### config.mk
export PLATFORM = sky130hd
export DESIGN_NAME = keypad_scanner_flat
export DESIGN_NICKNAME = d
export VERILOG_FILES = /design/src/rtl/keypad_scanner_if.sv /design/src/rtl/keypad_scanner.sv /design/src/flat_wrapper.sv
export SDC_FILE = /design/constraint.sdc
export NUM_CORES = 1
export LEC_CHECK = 0
export CAP_MARGIN = 0
export CORE_MARGIN = 5
export CORE_UTILIZATION = 35
export DETAILED_ROUTE_END_ITERATION = 8
export GPL_TIMING_DRIVEN = 0
export SYNTH_ARGS = -nofsm -noshare
export SYNTH_HDL_FRONTEND = slang
export SYNTH_SLANG_ARGS = --single-unit
### constraint.sdc
create_clock -name clk -period 8.2 [get_ports clk]
set_input_delay 1.64 -clock clk [delete_from_list [all_inputs] [get_ports clk]]
set_output_delay 1.64 -clock clk [all_outputs]
set_load 0.03 [all_outputs]
### src/rtl/keypad_scanner_if.sv
// Keypad-side and user-side signals of the 4x4 keypad scanner.
// The master modport belongs to the scanner; the slave side is the keypad/user logic.
interface keypad_scanner_if;
  logic [3:0] row;
  logic [3:0] col;
  logic [3:0] key_code;
  logic       key_valid;
  logic       key_held;

  modport master (
    input  row,
    output col,
    output key_code,
    output key_valid,
    output key_held
  );

  modport slave (
    output row,
    input  col,
    input  key_code,
    input  key_valid,
    input  key_held
  );
endinterface

### src/rtl/keypad_scanner.sv
// 4x4 matrix keypad scanner: one-hot active-low column drive, synchronised row
// sampling, per-scan lowest-key priority and a scan-rate press/release debouncer.
module keypad_scanner #(
  parameter int unsigned SCAN_DIV       = 100000,
  parameter int unsigned DEBOUNCE_SCANS = 4
) (
  input logic              clk,
  input logic              rst,
  keypad_scanner_if.master bus
);

  localparam int unsigned     DivW    = $clog2(SCAN_DIV);
  localparam int unsigned     CntW    = $clog2(DEBOUNCE_SCANS + 1);
  localparam logic [DivW-1:0] DivLast = DivW'(SCAN_DIV - 1);
  localparam logic [CntW-1:0] DbLimit = CntW'(DEBOUNCE_SCANS);

  typedef enum logic [1:0] {StIdle, StCand, StPressed} state_e;

  logic [3:0]      row_meta_q, row_sync_q;
  logic [DivW-1:0] dwell_q;
  logic [1:0]      col_idx_q;
  logic [3:0]      col_q;
  logic            acc_found_q;
  logic [3:0]      acc_code_q;

  state_e          state_q, state_d;
  logic [3:0]      cand_q, cand_d;
  logic [CntW-1:0] cnt_q, cnt_d;
  logic [CntW-1:0] rel_q, rel_d;
  logic [3:0]      key_code_q, key_code_d;
  logic            key_valid_q, key_valid_d;
  logic            key_held_q, key_held_d;

  logic            sample, scan_done;
  logic            hit, base_found, cur_found;
  logic [1:0]      row_idx;
  logic [3:0]      cur_code;

  assign sample    = (dwell_q == DivLast);
  assign scan_done = sample && (col_idx_q == 2'd3);

  // Lowest pressed row in the active column; earlier columns of this scan take priority.
  always_comb begin
    hit     = 1'b0;
    row_idx = 2'd0;
    for (int r = 3; r >= 0; r--) begin
      if (!row_sync_q[r]) begin
        hit     = 1'b1;
        row_idx = 2'(r);
      end
    end
    base_found = acc_found_q && (col_idx_q != 2'd0);
    cur_found  = base_found || hit;
    cur_code   = base_found ? acc_code_q : {col_idx_q, row_idx};
  end

  always_ff @(posedge clk) begin
    if (rst) begin
      row_meta_q  <= 4'hF;
      row_sync_q  <= 4'hF;
      dwell_q     <= '0;
      col_idx_q   <= 2'd0;
      col_q       <= 4'b1110;
      acc_found_q <= 1'b0;
      acc_code_q  <= 4'd0;
    end else begin
      row_meta_q <= bus.row;
      row_sync_q <= row_meta_q;
      if (sample) begin
        dwell_q     <= '0;
        col_idx_q   <= col_idx_q + 2'd1;
        col_q       <= {col_q[2:0], col_q[3]};
        acc_found_q <= cur_found;
        acc_code_q  <= cur_code;
      end else begin
        dwell_q <= dwell_q + 1'b1;
      end
    end
  end

  always_ff @(posedge clk) begin
    if (rst) begin
      state_q     <= StIdle;
      cand_q      <= 4'd0;
      cnt_q       <= '0;
      rel_q       <= '0;
      key_code_q  <= 4'd0;
      key_valid_q <= 1'b0;
      key_held_q  <= 1'b0;
    end else begin
      state_q     <= state_d;
      cand_q      <= cand_d;
      cnt_q       <= cnt_d;
      rel_q       <= rel_d;
      key_code_q  <= key_code_d;
      key_valid_q <= key_valid_d;
      key_held_q  <= key_held_d;
    end
  end

  // Debouncer advances only once per full scan, on the column-3 sample.
  always_comb begin
    state_d     = state_q;
    cand_d      = cand_q;
    cnt_d       = cnt_q;
    rel_d       = rel_q;
    key_code_d  = key_code_q;
    key_valid_d = 1'b0;
    key_held_d  = key_held_q;
    if (scan_done) begin
      unique case (state_q)
        StIdle: begin
          if (cur_found) begin
            cand_d = cur_code;
            cnt_d  = CntW'(1);
            if (DEBOUNCE_SCANS == 1) begin
              state_d     = StPressed;
              key_code_d  = cur_code;
              key_valid_d = 1'b1;
              key_held_d  = 1'b1;
              rel_d       = '0;
            end else begin
              state_d = StCand;
            end
          end
        end
        StCand: begin
          if (!cur_found) begin
            state_d = StIdle;
          end else if (cur_code == cand_q) begin
            cnt_d = cnt_q + 1'b1;
            if (cnt_d == DbLimit) begin
              state_d     = StPressed;
              key_code_d  = cand_q;
              key_valid_d = 1'b1;
              key_held_d  = 1'b1;
              rel_d       = '0;
            end
          end else begin
            cand_d = cur_code;
            cnt_d  = CntW'(1);
          end
        end
        StPressed: begin
          if (cur_found && (cur_code == key_code_q)) begin
            rel_d = '0;
          end else begin
            rel_d = rel_q + 1'b1;
            if (rel_d == DbLimit) begin
              state_d    = StIdle;
              key_held_d = 1'b0;
            end
          end
        end
        default: state_d = StIdle;
      endcase
    end
  end

  assign bus.col       = col_q;
  assign bus.key_code  = key_code_q;
  assign bus.key_valid = key_valid_q;
  assign bus.key_held  = key_held_q;

endmodule

### src/flat_wrapper.sv
// flat-port wrapper written by rule: the top's interface ports become plain ports
module keypad_scanner_flat 
#(
  parameter int unsigned SCAN_DIV       = 100000,
  parameter int unsigned DEBOUNCE_SCANS = 4
)
  (clk, rst, bus_row, bus_col, bus_key_code, bus_key_valid, bus_key_held);
  keypad_scanner_if bus_i ();
  input logic clk;
  input logic rst;
  input wire logic [$bits(bus_i.row)-1:0] bus_row;
  output wire logic [$bits(bus_i.col)-1:0] bus_col;
  output wire logic [$bits(bus_i.key_code)-1:0] bus_key_code;
  output wire logic [$bits(bus_i.key_valid)-1:0] bus_key_valid;
  output wire logic [$bits(bus_i.key_held)-1:0] bus_key_held;
  assign bus_i.row = bus_row;
  assign bus_col = bus_i.col;
  assign bus_key_code = bus_i.key_code;
  assign bus_key_valid = bus_i.key_valid;
  assign bus_key_held = bus_i.key_held;
  keypad_scanner #(.SCAN_DIV(SCAN_DIV), .DEBOUNCE_SCANS(DEBOUNCE_SCANS)) u_core (.clk(clk), .rst(rst), .bus(bus_i));
endmodule
==> results of run 1 <==
## state kept, by name, summed over array words and instances (netlist names), 2 cells and up
| signal | flops |
|---|---|
| u_core.bus.key_code | 4 |
| u_core.acc_code_q | 4 |
| u_core.bus.col | 4 |
| u_core.rel_q | 3 |
| u_core.row_sync_q | 4 |
| u_core.row_meta_q | 4 |
| u_core.dwell_q | 17 |
| u_core.cand_q | 4 |
| u_core.cnt_q | 3 |
| u_core.col_idx_q | 2 |
| u_core.state_q | 2 |
## layout make-up
type / instances / area [µm²] / area share (%)
clock inverters: 1 / 5.00 / 0.170
inverters: 11 / 41.3 / 1.40
repair buffers: 15 / 150 / 5.11
multi-input cells: 207 / 1400 / 47.6
well taps: 99 / 124 / 4.21
plain buffers: 11 / 52.6 / 1.79
clock buffers: 7 / 86.3 / 2.94
flip-flops and latches: 54 / 1080 / 36.8
## path summary, 6_finish.rpt
| path | from | to | slack, ps | depth (start not counted) |
|---|---|---|---|---|
| max | u_core.bus.key_code[3]$_SDFFE_PP0P_ | bus_key_code[3] | 5100 | 1 |
| min | u_core.row_meta_q[0]$_SDFF_PP1_ | u_core.row_sync_q[0]$_SDFF_PP1_ | 420 | 1 |
| max reg2reg | u_core.col_idx_q[1]$_SDFFE_PP0N_ | u_core.rel_q[1]$_SDFFE_PP0P_ | 5160 | 10 |
| min reg2reg | u_core.row_meta_q[0]$_SDFF_PP1_ | u_core.row_sync_q[0]$_SDFF_PP1_ | 420 | 1 |
## Yosys cell counts (5+ instances only)
cell type  instances  area (µm²)
xor2_1            15         131
or2_2              8        50.1
a211oi_1           7        52.6
xnor2_1            5        43.8
a211o_1            5        43.8
and3_1             5        31.3
nand3_1           12        60.1
nor2_1            34         128
o21ai_0            7        35.0
nor3_1             5        25.0
a21oi_1           14        70.1
nand2_1           20        75.1
mux2i_1           11         110
ha_1               7        87.6
clkbuf_1           7        26.3
inv_1             11        41.3
dfxtp_1           54        1080
## power breakdown
part           internal [W]  switching (W)  leakage, nW
sequential         0.000266     0.00000216        0.438
clock             0.0000683      0.0000856       0.0482
combinational    0.00000958      0.0000167        0.627
## cell families (layout without fill, tap and decap cells)
family | after synthesis | count (layout)
DFF | 54 | 54
buffers and inverters | 22 | 45
xor gates and xnor gates | 20 | 20
AOI/OAI and AO/OA | 47 | 47
and+or+nand+nor | 119 | 119
muxes | 14 | 14
adders and majority gates | 7 | 7
## layer usage
| metal | GRT usage (%) | vias up |
|---|---|---|
| met3 | 2.74 | 10 |
| met2 | 19.7 | 27 |
| met4 | 4.98 | 0 |
| li1 | - | 1042 |
| met1 | 16.0 | 959 |
| met5 | 0 | - |
## through the flow
step	util [%]	std cells	area (µm²)	total power [W]
floorplan	-	283	2570	0.000291
global placement	39.5	397	2850	0.000300
detailed placement	39.5	397	2850	0.000300
CTS	40.7	405	2940	0.000456
global route	40.7	405	2940	0.000469
finish	40.7	405	2940	0.000448
==> metrics.cfg, run 1 <==
[setup_path]
start_kind=flip-flop
required_ps=6560
crit_buf_inv=1
critical_path.top_delay_family=buffers and inverters
worst_path_largest_cell_delay_ps=710
slowest_stage=clkdlybuf4s50_1
path_cells=clkdlybuf4s50_1
crit_path_max_fanout=6
cp.arrival_ps=1460
worstSetupPathType=flip-flop to output pin
critPathCaptureType=output pin

[global_routing]
grt_overflow=0
grt_max_degree=16
track_usage_pct=12.3
antenna_found_initial=0
grt_pass1_wl_um=8870
first_global_vias=1924

[synthesis]
synth_compound_area_share_pct=12.7
yosys.area_share.simple_pct=25.9
synth_top_family_by_area=simple AND/OR/NAND/NOR gates
syn_area_um2=2570
ys_types=48
synth.yosys.seq_area_share_pct=42.0
syn_area_per_cell_um2=9.09
synth-edff-count=0
synth-async-reset-ratio_pct=0
synth_nets=296
synthMuxAreaShare_pct=5.59
ys.flop_type=dfxtp_1
yosys_warnings=0
syn_inst=283
synthXorXnorAreaFrac_pct=6.81
yosys.area_share.adder_pct=3.40
ys_ff_latch=54

[routing]
firstDrtPassIters=4
wl_met1_um=2530
detail-route-antenna-nets=0
initialDrtViolationCount=97
wl_um=5060
top_layer=met4
wl_per_cell_um=12.5
wl_met3_um=175
wl_met2_um=2250
drc=0
via_count=2038
via_per_inst=5.03

[clock_tree]
path_clk_slew_ps=90
cts_made_buffers=5
postCtsHoldBufs=0
cts_tree=done
cts_setup_buffers=0
cts_root_buffer=clkbuf_8
worstSkewPairLatency_ps=310
htreeDepth=2
clk_path_buf_depth=2
cts_resized=0
cts_sinks=54

[timing]
finalSetupViolCount=0
fin_skew_ps=9.23
hold-worst-slack_ps=417
finalCriticalPeriod_ps=3100
fmax_mhz=323
post-route-period-util_pct=37.8
rsz0062_at_grt=no
worstMarginPinSlew_ps=1100
drv_slew=0
fin_tns_setup_ps=0
postLayoutSetupSlackWorst_ps=5100
slew_headroom_pct=26.2
finalHoldViolations=0

[floorplanning]
start_util_pct=35.7
die_area_um2=9170
io_pins=16
num_rows=31
dieWidth_um=95.8
fp.coreArea_um2=7210
die-height_um=95.8

[finish]
num_antenna_cells=0
layout_commonest_cell=dfxtp_1
mostFrequentLayoutCells=dfxtp_1, nor2_1, nand2_1
nFillCells=750
nNetsFinal=318
drive_gt1_share_pct=9.15
syn_to_final_growth_pct=14.2

[place]
hpwl_um=3790
dp_slack_ps=4730
gp_congestion=0.798
portBuffers=15

[pwr]
cellLeakagePower_nw=1.11
ir_drop_mv=0.0760
powerDensity_nw_per_um2=152

[min_path]
hold_class=flip-flop to flip-flop

[run]
drv_cap=0

[status]
status=completed

Power figures use the tool's default switching activity.
==> run 2: changes to the inputs <==
- clock period: 8.2 -> 3.25 ns (I/O delays scaled with it)
==> run 2 against run 1 <==
Clock skew hardly changed; worst hold slack about the same; combinational power grew to 2.6 times the previous value; utilization rose by 0.16 points; highest routed layer unchanged; first-iteration DRC count is 21% lower; die area did not move; global-route usage unchanged; clock-buffer cell count unchanged; sequential power grew to 2.5 times the previous value; flip-flop and latch count is the same; largest power group unchanged; sequential share of layout area fell by 0.14 points.
==> metrics.cfg, run 2 (same netlist as run 1, synthesis figures left out) <==
[global_routing]
grt_pass1_wl_um=8870
grt_max_degree=16
first_global_vias=1924
grt_overflow=0
track_usage_pct=12.3
antenna_found_initial=0

[floorplanning]
dieWidth_um=95.8
num_rows=31
die_area_um2=9170
start_util_pct=35.7
fp.coreArea_um2=7210
die-height_um=95.8
io_pins=16

[clock_tree]
cts_setup_buffers=0
cts_tree=done
cts_sinks=54
cts_made_buffers=5
path_clk_slew_ps=100
htreeDepth=2
clk_path_buf_depth=2
cts_root_buffer=clkbuf_8
postCtsHoldBufs=0
worstSkewPairLatency_ps=310
cts_resized=0

[finish]
fin_util_pct=40.9
post-route-cell-area_um2=2950
largest_reg_flops=17
drive_gt1_share_pct=9.80
syn_to_final_growth_pct=14.6
nNetsFinal=318
layout_commonest_cell=dfxtp_1
mostFrequentLayoutCells=dfxtp_1, nor2_1, nand2_1
regMostFlops=u_core.dwell_q
num_antenna_cells=0

[pwr]
p_comb_share_pct=6.0
p_sw_w=0.000264
cellLeakagePower_nw=1.12
fin_total_pwr_w=0.00113
netSwitchingFraction_pct=23.3
clkPwrFrac_pct=34.3
ir_drop_mv=0.192
power.share.sequential_pct=59.7
intPower_w=0.000867
powerDensity_nw_per_um2=383

[timing]
drv_slew=0
finalSetupViolCount=0
fmax_mhz=347
fin_skew_ps=8.97
rsz0062_at_grt=no
fin_tns_setup_ps=0
slew_headroom_pct=26.2
worstMarginPinSlew_ps=1100
finalCriticalPeriod_ps=2880
finalHoldViolations=0
post-route-period-util_pct=88.6
postLayoutSetupSlackWorst_ps=371

[setup_path]
worst_path_largest_cell_delay_ps=460
path_cells=inv_1 > ha_1 > nor2b_1 > buf_2 > mux2i_1 > o22ai_1 > nor4_2 > buf_2 > a22o_1 > mux2i_1
worstSetupPathType=flip-flop to flip-flop
crit_path_max_fanout=10
slowest_stage=dfxtp_1
cp.arrival_ps=3130
reg2reg_depth=10
reg2reg_from=u_core.col_idx_q[1]$_SDFFE_PP0N_
startpoint=u_core.col_idx_q[1]$_SDFFE_PP0N_
critPathCaptureType=flip-flop
start_kind=flip-flop
required_ps=3500

[place]
hpwl_um=3790
placed_cell_area_um2=2850
dp_slack_ps=222
portBuffers=15
gp_congestion=0.798

[routing]
firstDrtPassIters=4
wl_um=5070
drc=0
detail-route-antenna-nets=0
initialDrtViolationCount=77
via_per_inst=5.05
via_count=2045
wl_per_cell_um=12.5

[min_path]
min_path_cells=1
hold_class=flip-flop to flip-flop
hold_start=u_core.row_meta_q[0]$_SDFF_PP1_

[status]
status=completed

[run]
drv_cap=0

-- run 2: stage by stage --
stage          hold slack, ps  instances
2_1_floorplan             389        283
6_report                  417        405
3_5_place_dp              397        397
5_1_grt                   432        405
3_3_place_gp              391        397
4_1_cts                   419        405
-- run 2: routing by layer --
layer / track usage (%) / wire length (µm)
met1: 16.0 / 2520
met2: 19.7 / 2270
met3: 2.74 / 169
met4: 4.98 / 103
met5: 0 / 0
-- run 2: worst paths after layout --
path	to	slack, ps
hold / removal	u_core.row_sync_q[0]$_SDFF_PP1_	420
setup / recovery	u_core.rel_q[1]$_SDFFE_PP0P_	370
setup reg to reg	u_core.rel_q[1]$_SDFFE_PP0P_	370
hold reg to reg	u_core.row_sync_q[0]$_SDFF_PP1_	420
-- run 2: power by group through the flow --
stage | combinational (W) | clock (W) | sequential [W]
after floorplan | 0.0000446 | 0 | 0.000690
after global placement | 0.0000671 | 0 | 0.000691
after detailed placement | 0.0000667 | 0 | 0.000691
after CTS | 0.0000670 | 0.000407 | 0.000676
after global routing | 0.0000758 | 0.000432 | 0.000677
final | 0.0000676 | 0.000388 | 0.000675
-- run 2: final cells by class --
class | instances | area [µm²]
clock inverter | 1 | 5.00
sequential | 54 | 1080
buffer | 11 | 52.6
tap | 99 | 124
timing repair buffer | 15 | 150
fill | 752 | 4260
inverter | 11 | 41.3
multi-input combinational | 207 | 1410
clock buffer | 7 | 86.3
-- run 2: critical path, delay by kind of cell, from the launching register on --
| kind | cells | cell delay [ps] |
|---|---|---|
| buffers and inverters | 3 | 620 |
| adders and majority gates | 1 | 220 |
| and+or+nand+nor | 2 | 510 |
| AOI/OAI and AO/OA | 2 | 430 |
| muxes | 2 | 590 |
| DFF | 1 | 460 |
==> run 3: changes to the inputs <==
- clock period: 3.25 -> 2.5 ns (I/O delays scaled with it)
==> run 3 against run 2 <==
First-iteration DRC count decreased by 14%; sequential power is 29% higher; maximum frequency grew 18%; die area is the same; critical path depth is 4 lower; via count grew 1.8%; clock power increased by 22%; worst hold slack is essentially flat; final area up 8.7%.
==> metrics.cfg, run 3 (same netlist as run 1, synthesis figures left out) <==
[finish]
stdcell_count=419
drive_gt1_share_pct=22.5
nNetsFinal=332
mostFrequentLayoutCells=dfxtp_1, nor2_1, nand2_1
nFillCells=729
syn_to_final_growth_pct=24.6
largest_reg_flops=17
fin_util_pct=44.5
num_antenna_cells=0
layout_commonest_cell=dfxtp_1
regMostFlops=u_core.dwell_q

[status]
status=completed

[min_path]
hold_class=flip-flop to flip-flop

[clock_tree]
cts_sinks=54
clk_path_buf_depth=2
postCtsHoldBufs=0
path_clk_slew_ps=100
htreeDepth=2
cts_made_buffers=5
worstSkewPairLatency_ps=310
cts_tree=done
cts_root_buffer=clkbuf_8

[routing]
drc=0
via_per_inst=4.97
wl_um=5390
firstDrtPassIters=4
wl_per_cell_um=12.9
detail-route-antenna-nets=0
initialDrtViolationCount=66
via_count=2081

[floorplanning]
dieWidth_um=95.8
num_rows=31
start_util_pct=35.7
io_pins=16
die-height_um=95.8
die_area_um2=9170
fp.coreArea_um2=7210

[timing]
worstMarginPinSlew_ps=578
finalHoldViolations=0
hold-worst-slack_ps=417
drv_slew=0
post-route-period-util_pct=97.2
rsz0062_at_grt=yes
finalSetupViolCount=0
fin_skew_ps=17.7
fmax_mhz=411
slew_headroom_pct=61.3
postLayoutSetupSlackWorst_ps=69.4
finalCriticalPeriod_ps=2430

[pwr]
p_sw_w=0.000343
powerDensity_nw_per_um2=452
power.share.sequential_pct=60.2
ir_drop_mv=0.208
intPower_w=0.00111
netSwitchingFraction_pct=23.6
p_comb_share_pct=7.1
clkPwrFrac_pct=32.7
cellLeakagePower_nw=1.24

[place]
dp_slack_ps=-340
gp_congestion=0.790
dpl.cell_count=397
hpwl_um=3790
portBuffers=15

[global_routing]
grt_pass1_wl_um=9430
grt_overflow=0
grt_max_degree=17
first_global_vias=2031
antenna_found_initial=0
track_usage_pct=13.0

[setup_path]
cp.arrival_ps=2630
worstSetupPathType=flip-flop to flip-flop
critPathCaptureType=flip-flop
required_ps=2700
crit_path_max_fanout=5
start_kind=flip-flop

[run]
drv_cap=0

## run 3: changes by cell type in the layout (fill, tap and decap cells not counted), sizes merged
cell / delta
clkinv: +1
buf: +15
clkbuf: -2
## run 3: cell type report
cell class | instances | area (µm²) | area share (%)
Inverter | 11 | 41.3 | 1.29
Tap cell | 99 | 124 | 3.86
Clock inverter | 2 | 13.8 | 0.429
Clock buffer | 6 | 72.6 | 2.26
Timing Repair Buffer | 31 | 270 | 8.42
Sequential cell | 54 | 1100 | 34.4
Multi-Input combinational cell | 207 | 1530 | 47.6
Buffer | 9 | 55.1 | 1.72
## run 3: per-stage QoR
stage	instance area, µm²	power, W	TNS, ps
2_1_floorplan	2590	0.000955	-152
3_3_place_gp	2860	0.000985	-3820
4_1_cts	3070	0.00147	-215
6_report	3210	0.00145	0
5_1_grt	3210	0.00152	-95.5
3_5_place_dp	2860	0.000984	-3700
## run 3: path summary, 6_finish.rpt
kind                                        start                               to  slack [ps]  depth (start not counted)
setup / recovery    u_core.dwell_q[12]$_SDFF_PP0_    u_core.cand_q[3]$_SDFFE_PP0P_          70                          6
hold / removal    u_core.row_meta_q[2]$_SDFF_PP1_  u_core.row_sync_q[2]$_SDFF_PP1_         420                          1
setup reg to reg    u_core.dwell_q[12]$_SDFF_PP0_    u_core.cand_q[3]$_SDFFE_PP0P_          70                          6
hold reg to reg   u_core.row_meta_q[2]$_SDFF_PP1_  u_core.row_sync_q[2]$_SDFF_PP1_         420                          1
## run 3: critical path, stage by stage (launching register included)
cell     delay [ps]
dfxtp_4         350
or4b_4          540
nor4_4          360
nand3_4         140
or3_4           420
a21oi_4         210
mux2_4          320
## run 3: what timing repair did
item,in CTS,in global routing
endpoints found under the setup margin,18,27
resized for setup,17,25
setup buffers,9,7
pin swaps,7,12
cloned,0,0
## run 3: power groups by stage
| stage | Sequential (W) | Combinational, W | Clock, W |
|---|---|---|---|
| floorplan | 0.000897 | 0.0000588 | 0 |
| global placement | 0.000898 | 0.0000867 | 0 |
| detailed placement | 0.000898 | 0.0000862 | 0 |
| CTS | 0.000877 | 0.0000953 | 0.000495 |
| global route | 0.000875 | 0.000114 | 0.000534 |
| finish | 0.000873 | 0.000103 | 0.000475 |
## run 3: per-layer routing
layer / vias up / wire length [µm] / part of all wire [%] / global-route usage (%)
met5: - / 0 / 0 / 0
met4: 0 / 62 / 1.2 / 3.67
met3: 6 / 182 / 3.4 / 3.13
met2: 22 / 2600 / 48 / 21.8
met1: 982 / 2540 / 47 / 16.6
li1: 1071 / - / - / -
